**src/rtl/spi_pkg.sv**
```systemverilog
// Shared types and constants for the SPI frame buffer and its bit engine.
package spi_pkg;

    typedef enum logic [1:0] {WAIT_IDLE, IDLE, ACTIVE, PENDING} spi_buf_state_t;

    localparam int SPI_BITS       = 8;
    localparam int ST_OVERRUN_BIT = 7;
    localparam int ST_OVF_BIT     = 6;
    localparam int ST_CNT_MSB     = 3;
    localparam int ST_CNT_LSB     = 0;

    // Status byte reported as the first byte of a frame; the count field saturates at 15.
    function automatic logic [7:0] status_byte(input logic ovr, input logic ovf,
                                               input int unsigned cnt);
        logic [7:0] s;
        s = '0;
        s[ST_OVERRUN_BIT]         = ovr;
        s[ST_OVF_BIT]             = ovf;
        s[ST_CNT_MSB:ST_CNT_LSB]  = (cnt > 15) ? 4'hF : 4'(cnt);
        return s;
    endfunction

endpackage

```
**src/rtl/spi_bit_engine.sv**
```systemverilog
// Oversampled SPI mode-0 pin front end: synchronisers, edge pulses, rx/tx shifters.
module spi_bit_engine
    import spi_pkg::*;
#(
    parameter int SYNC_FF = 2
) (
    input  logic                i_clk,
    input  logic                i_reset,
    input  logic                i_spi_sclk,
    input  logic                i_spi_cs_n,
    input  logic                i_spi_rx,
    input  logic                i_load,
    input  logic [SPI_BITS-1:0] i_load_data,
    output logic                o_spi_tx,
    output logic                o_byte_done,
    output logic [SPI_BITS-1:0] o_rx_byte,
    output logic                o_cs_rise,
    output logic                o_cs_fall,
    output logic                o_load_req,
    output logic                o_cs_n_s
);

    localparam int BCW = $clog2(SPI_BITS);
    localparam logic [BCW-1:0] LAST_BIT = BCW'(SPI_BITS - 1);

    logic [SYNC_FF-1:0]  r_sclk_sync, r_cs_sync, r_rx_sync;
    logic                r_sclk_d, r_cs_d, r_rx_d;
    logic                r_sclk_rise, r_sclk_fall, r_cs_rise, r_cs_fall;
    logic [BCW-1:0]      r_bit_cnt;
    logic [SPI_BITS-2:0] r_rx_sh;
    logic [SPI_BITS-1:0] r_tx_sh;
    logic                r_wrap;

    // cs sync resets low so a frame already in progress at reset is not mistaken for idle.
    always_ff @(posedge i_clk) begin
        if (i_reset) begin
            r_sclk_sync <= '0;
            r_cs_sync   <= '0;
            r_rx_sync   <= '0;
            r_sclk_d    <= 1'b0;
            r_cs_d      <= 1'b0;
            r_rx_d      <= 1'b0;
            r_sclk_rise <= 1'b0;
            r_sclk_fall <= 1'b0;
            r_cs_rise   <= 1'b0;
            r_cs_fall   <= 1'b0;
        end else begin
            r_sclk_sync <= {r_sclk_sync[SYNC_FF-2:0], i_spi_sclk};
            r_cs_sync   <= {r_cs_sync[SYNC_FF-2:0], i_spi_cs_n};
            r_rx_sync   <= {r_rx_sync[SYNC_FF-2:0], i_spi_rx};
            r_sclk_d    <= r_sclk_sync[SYNC_FF-1];
            r_cs_d      <= r_cs_sync[SYNC_FF-1];
            r_rx_d      <= r_rx_sync[SYNC_FF-1];
            r_sclk_rise <= r_sclk_sync[SYNC_FF-1] & ~r_sclk_d;
            r_sclk_fall <= ~r_sclk_sync[SYNC_FF-1] & r_sclk_d;
            r_cs_rise   <= r_cs_sync[SYNC_FF-1] & ~r_cs_d;
            r_cs_fall   <= ~r_cs_sync[SYNC_FF-1] & r_cs_d;
        end
    end

    // The fall right after a completed byte loads the next tx byte instead of shifting.
    always_ff @(posedge i_clk) begin
        if (i_reset) begin
            r_bit_cnt <= '0;
            r_rx_sh   <= '0;
            r_tx_sh   <= '0;
            r_wrap    <= 1'b0;
        end else begin
            if (r_cs_d) begin
                r_bit_cnt <= '0;
                r_wrap    <= 1'b0;
            end else if (r_sclk_rise) begin
                r_rx_sh   <= {r_rx_sh[SPI_BITS-3:0], r_rx_d};
                r_bit_cnt <= r_bit_cnt + 1'b1;
                r_wrap    <= (r_bit_cnt == LAST_BIT);
            end else if (r_sclk_fall) begin
                r_wrap    <= 1'b0;
            end

            if (r_cs_rise)
                r_tx_sh <= '0;
            else if (i_load)
                r_tx_sh <= i_load_data;
            else if (r_sclk_fall && !r_cs_d && !r_wrap)
                r_tx_sh <= {r_tx_sh[SPI_BITS-2:0], 1'b0};
        end
    end

    assign o_byte_done = r_sclk_rise & ~r_cs_d & (r_bit_cnt == LAST_BIT);
    assign o_rx_byte   = {r_rx_sh, r_rx_d};
    assign o_load_req  = r_sclk_fall & ~r_cs_d & r_wrap;
    assign o_cs_rise   = r_cs_rise;
    assign o_cs_fall   = r_cs_fall;
    assign o_cs_n_s    = r_cs_d;
    assign o_spi_tx    = ~r_cs_d & r_tx_sh[SPI_BITS-1];

endmodule

```
**src/rtl/spi_frame_buffer.sv**
```systemverilog
// SPI receive frame buffer with valid/ack hand-off and response shifter.
// Define SPI_BUF_STATUS_EN to send a status byte as the first byte of every frame.
module spi_frame_buffer
    import spi_pkg::*;
#(
    parameter  int DEPTH   = 4,
    parameter  int SYNC_FF = 2,
    localparam int CW      = $clog2(DEPTH + 1)
) (
    input  logic                 i_sys_clk,
    input  logic                 i_reset,
    input  logic                 i_spi_sclk,
    input  logic                 i_spi_cs_n,
    input  logic                 i_spi_rx,
    output logic                 o_spi_tx,
    input  logic [7:0]           i_tx_byte,
    output logic                 o_tx_req,
    output logic [DEPTH*8-1:0]   o_rx_data,
    output logic [CW-1:0]        o_rx_count,
    output logic                 o_frame_valid,
    input  logic                 i_frame_ack,
    output logic                 o_overflow,
    output logic                 o_overrun
);

`ifdef SPI_BUF_STATUS_EN
    localparam bit STATUS_EN = 1'b1;
`else
    localparam bit STATUS_EN = 1'b0;
`endif

    spi_buf_state_t        r_state, w_next;
    logic                  w_byte_done, w_cs_rise, w_cs_fall, w_load_req, w_cs_n_s;
    logic [7:0]            w_rx_byte, w_load_data;
    logic                  w_load, w_start, w_store;
    logic [DEPTH-1:0][7:0] r_rx_data;
    logic [CW-1:0]         r_rx_count;
    logic                  r_overflow, r_overrun, r_tx_req;

    spi_bit_engine #(.SYNC_FF(SYNC_FF)) u_eng (
        .i_clk       (i_sys_clk),
        .i_reset     (i_reset),
        .i_spi_sclk  (i_spi_sclk),
        .i_spi_cs_n  (i_spi_cs_n),
        .i_spi_rx    (i_spi_rx),
        .i_load      (w_load),
        .i_load_data (w_load_data),
        .o_spi_tx    (o_spi_tx),
        .o_byte_done (w_byte_done),
        .o_rx_byte   (w_rx_byte),
        .o_cs_rise   (w_cs_rise),
        .o_cs_fall   (w_cs_fall),
        .o_load_req  (w_load_req),
        .o_cs_n_s    (w_cs_n_s)
    );

    // An ack coinciding with a new cs fall releases the old frame and captures the new one.
    assign w_start = w_cs_fall && ((r_state == IDLE) || (r_state == PENDING && i_frame_ack));
    assign w_store = (r_state == ACTIVE) && w_byte_done && (r_rx_count < CW'(DEPTH));

    always_ff @(posedge i_sys_clk) begin
        if (i_reset) r_state <= WAIT_IDLE;
        else         r_state <= w_next;
    end

    always_comb begin
        w_next = r_state;
        case (r_state)
            WAIT_IDLE: if (w_cs_n_s)   w_next = IDLE;
            IDLE:      if (w_start)    w_next = ACTIVE;
            ACTIVE:    if (w_cs_rise)  w_next = (r_rx_count == '0) ? IDLE : PENDING;
            PENDING:   if (i_frame_ack) w_next = w_start ? ACTIVE : IDLE;
            default:   w_next = WAIT_IDLE;
        endcase
    end

    always_ff @(posedge i_sys_clk) begin
        if (i_reset) begin
            r_rx_data  <= '0;
            r_rx_count <= '0;
            r_overflow <= 1'b0;
            r_overrun  <= 1'b0;
            r_tx_req   <= 1'b0;
        end else begin
            r_tx_req <= (w_start && !STATUS_EN) || (r_state == ACTIVE && w_load_req);
            if (w_start) begin
                r_rx_count <= '0;
                r_overflow <= 1'b0;
            end else if (w_store) begin
                r_rx_count <= r_rx_count + 1'b1;
            end else if (r_state == ACTIVE && w_byte_done) begin
                r_overflow <= 1'b1;
            end
            for (int i = 0; i < DEPTH; i++)
                if (w_store && r_rx_count == CW'(i))
                    r_rx_data[i] <= w_rx_byte;
            if (r_state == PENDING && w_cs_fall && !i_frame_ack)
                r_overrun <= 1'b1;
        end
    end

`ifdef SPI_BUF_STATUS_EN
    logic          r_stat_load, r_ovf_prev;
    logic [CW-1:0] r_cnt_prev;

    always_ff @(posedge i_sys_clk) begin
        if (i_reset) begin
            r_stat_load <= 1'b0;
            r_ovf_prev  <= 1'b0;
            r_cnt_prev  <= '0;
        end else begin
            r_stat_load <= w_start;
            if (r_state == ACTIVE && w_cs_rise) begin
                r_ovf_prev <= r_overflow;
                r_cnt_prev <= r_rx_count;
            end
        end
    end

    assign w_load      = r_tx_req | r_stat_load;
    assign w_load_data = r_stat_load ? status_byte(r_overrun, r_ovf_prev, 32'(r_cnt_prev))
                                     : i_tx_byte;
`else
    assign w_load      = r_tx_req;
    assign w_load_data = i_tx_byte;
`endif

    assign o_tx_req      = r_tx_req;
    assign o_rx_data     = r_rx_data;
    assign o_rx_count    = r_rx_count;
    assign o_frame_valid = (r_state == PENDING);
    assign o_overflow    = r_overflow;
    assign o_overrun     = r_overrun;

endmodule

```
**config.mk**
```make
export PLATFORM = sky130hd
export DESIGN_NAME = spi_frame_buffer
export DESIGN_NICKNAME = d
export VERILOG_FILES = /design/src/rtl/spi_pkg.sv /design/src/rtl/spi_bit_engine.sv /design/src/rtl/spi_frame_buffer.sv
export SDC_FILE = /design/constraint.sdc
export NUM_CORES = 1
export LEC_CHECK = 0
export CORE_ASPECT_RATIO = 2
export CORE_UTILIZATION = 45
export CTS_BUF_LIST = sky130_fd_sc_hd__clkbuf_16
export DETAILED_ROUTE_END_ITERATION = 8
export PLACE_DENSITY = 0.74
export SLEW_MARGIN = 20
export SYNTH_ARGS = -nofsm -noshare
export SYNTH_HDL_FRONTEND = slang
export SYNTH_SLANG_ARGS = --single-unit
```
**constraint.sdc**
```tcl
create_clock -name i_sys_clk -period 1.3 [get_ports i_sys_clk]
set_input_delay 0.13 -clock i_sys_clk [delete_from_list [all_inputs] [get_ports i_sys_clk]]
set_output_delay 0.13 -clock i_sys_clk [all_outputs]
set_load 0.1 [all_outputs]
```
==> impl_metrics.tcl <==
set metrics [dict create \
    status "finished, violations left" \
    violations "negative setup slack" \
    ys_ff_latch 72 \
    clock_sinks 72 \
    fin_area_mm2 0.00453 \
    drc 0 \
    path_buf_inv 1 \
    cts_tree "built" \
    clock_path_buffers 2 \
    reg2reg_to "o_rx_count[0]" \
    place_area_mm2 0.00411 \
    cp_slowest_cell "dfxtp_2" \
    path_cells "ha_4, ha_4, nor2b_4, buf_4, nand3_1, a21oi_2" \
    worstPathArrival_ns 1.68 \
    first_iter_violations 34 \
    coreArea_mm2 0.00626 \
    grtUsageMet2 0.384 \
    maxCapViolCount 0 \
    die_x_um 58.9 \
    relSlewSlack 0.725 \
    grt_pass1_vias 2339 \
    gp_congestion 0.762 \
    syn_avg_cell_area_um2 10.3 \
    p_per_area_mw_per_mm2 1080 \
    min_period_ns 1.42 \
    ys_types 32 \
    io-pin-count 54 \
    cts.reportedPaths.clkPinSlew_ns 0.06 \
    skew_ns 0.00808 \
    grt_setup_unrepaired "true" \
    drt-vias-per-instance 5.01 \
    ctsHoldBuffers 0 \
    setup_tns_ns -1.32 \
    fp.dieArea_mm2 0.00683 \
    hold_viol 0 \
    grt_start_max_net_pins 44 \
    synth-edff-count 0 \
    nNetsFinal 376 \
    placed_cells 428 \
    antenna_found_initial 0 \
    syn-cell-area_mm2 0.00292 \
    cts_made_buffers 9 \
    critPathRequiredTime_ns 1.56 \
    gr-usage-met1 0.217 \
    clock-root-buffer "clkbuf_16" \
    wl_per_cell_um 14.9 \
    drt-pass1-iter-count 4 \
    postRouteAntennaNets 0 \
    p_leak_nw 1.81 \
    worst_pin_slew_ns 0.411 \
    crit_fanout 4 \
    ys_seq_area_frac 0.494 \
    fillers 433 \
    yosys_most_used_dff "dfxtp_1" \
    min_path_cells 2 \
    dp_hpwl_mm 4.62 \
    r2r_start "u_eng.r_bit_cnt[1]" \
    num_vias 2235 \
    cp_slowest_stage_delay_ns 0.35 \
    syn-num-nets 304 \
    grt.busiest_layer "met2" \
    setup_viol 33 \
    min_to "o_tx_req" \
    synthArstFlopShare 0 \
    cp_top_family "simple AND/OR/NAND/NOR gates" \
    vdd_ir_drop_max_v 0.000946 \
    hold_path_class "primary input to flop" \
    num_rows 41 \
    start_kind "flop" \
    clk_latency_ns 0.33 \
    worstSetupPathType "flop to flop" \
    reg2regPathDepth 6 \
    htreeDepth 3 \
    area_growth_pct 55.4 \
    port_buffers 53 \
    grt_usage 0.214 \
    drive_gt1_frac 0.308 \
    r2r_setup_slack_ns -0.12 \
    netlist_instances 283 \
    yosysWarnings 0 \
    die_y_um 116 \
    start_util 0.466 \
    cpMostUsedCell "ha_4" \
    hp-start "i_reset" \
    max_freq_ghz 0.704 \
    n_antenna_cell 0 \
    final_cells 446 \
    wirelength_mm 6.64 \
    finalCritPeriodShare 1.09 \
    overflow 0 \
    setup_slack_ns -0.120 \
    drv_slew 0 \
    grt_util_met3 0.0513 \
    place_ws_ns -0.540 \
    end_kind "flop" \
    grt_pass1_wl_mm 10.7 \
]
metrics by stage:
stage	utilization	total power, mW	hold WS, ns
floorplan	-	2.36	0.258
global placement	0.656	2.43	0.390
detailed placement	0.656	2.43	0.413
CTS	0.720	4.95	0.127
global route	0.724	5.05	0.175
finish	0.724	4.91	0.144
cells by family after synthesis:
kind of cell / share of synthesized area
multiplexers: 0.144
XOR/XNOR: 0.00300
adder cells (fa/ha/maj): 0.0300
flip-flops: 0.494
buffers and inverters: 0.0313
AND/OR/NAND/NOR: 0.237
AO/OA/AOI/OAI: 0.0605
cells in the mapped netlist, types with 2 or more instances:
library cell	count	area, um^2
nand3_1	3	15.0
clkbuf_1	9	33.8
mux2i_1	42	420
or2_1	3	18.8
nor3b_1	4	30.0
dfxtp_1	72	1440
a31oi_1	2	12.5
o21ai_1	2	10.0
nor2_1	9	33.8
nand3_4	3	52.6
nor2b_1	15	93.8
ha_1	7	87.6
nand2b_1	43	269
nand2_1	17	63.8
nand4b_1	2	17.5
a21oi_1	15	75.1
a211oi_1	7	52.6
inv_1	7	26.3
nor3_1	4	20.0
buf_2	4	20.0
o21ai_0	2	10.0
routing by layer:
layer  routed length (um)  part of all wire
met5                    0                 0
met4                  200             0.030
met3                  164             0.025
met2                 3770              0.57
met1                 2500              0.38
state kept, by name, indices dropped and copies added, names as in the netlist, 2 cells and up:
name,cells
u_eng.r_bit_cnt,3
u_eng.r_rx_sh,7
u_eng.r_rx_sync,2
r_state,2
o_rx_count,3
o_rx_data,32
u_eng.r_cs_sync,2
u_eng.r_tx_sh,8
u_eng.r_sclk_sync,2
power breakdown:
| part | switching (mW) | leakage, nW | internal, mW |
|---|---|---|---|
| combinational | 0.0661 | 1.07 | 0.0921 |
| clock | 0.928 | 0.156 | 1.60 |
| sequential | 0.0117 | 0.588 | 2.22 |
| total | 1.01 | 1.81 | 3.91 |
placed cells by master (no fill, tap or decap), types with 2 or more instances in the layout:
cell type / instances
a21oi_2: 2
nand2b_1: 42
nand3_4: 3
dfxtp_2: 5
nor2_1: 9
clkdlybuf4s50_1: 12
a31oi_1: 2
ha_4: 5
nand3_1: 3
buf_12: 42
inv_2: 2
dfxtp_4: 5
o21ai_1: 2
mux2i_1: 42
a21oi_1: 13
inv_1: 4
dfxtp_1: 62
buf_4: 19
clkbuf_16: 10
nand4b_1: 2
or2_1: 3
nor3b_1: 4
nor2b_1: 13
nor2b_4: 2
a211oi_1: 6
ha_1: 2
buf_6: 2
nor3_1: 4
inv_4: 2
nand2_1: 17
o21ai_0: 2
how the worst max path moves through the flow:
stage	startpoint	to	slack, ns	cells after the start
floorplan	o_rx_count[1]	o_rx_count[2]	-0.15	4
global placement	u_eng.r_bit_cnt[0]	o_rx_data[18]	-0.44	5
detailed placement	u_eng.r_bit_cnt[0]	o_rx_data[24]	-0.54	5
CTS	u_eng.r_bit_cnt[1]	o_rx_data[18]	-0.07	5
global route	u_eng.r_bit_cnt[1]	o_rx_count[0]	-0.16	6
finish	u_eng.r_bit_cnt[1]	o_rx_count[0]	-0.12	6
what timing repair did:
action,4_1_cts,5_1_grt
hold endpoints to repair,0,0
setup endpoints to repair,43,45
pin swaps,11,3
resized for setup,20,9
setup buffers,3,0
cell type report:
class                           count  area, um^2  share of cell area
Multi-Input combinational cell    189        1490               0.328
Clock buffer                       10         250              0.0552
Sequential cell                    72        1470               0.323
Tap cell                           86         108              0.0237
Inverter                            7        28.8             0.00635
Timing Repair Buffer               76        1130               0.250
Clock inverter                      6        62.6              0.0138
Note: power is estimated with default switching activity, not from simulation.
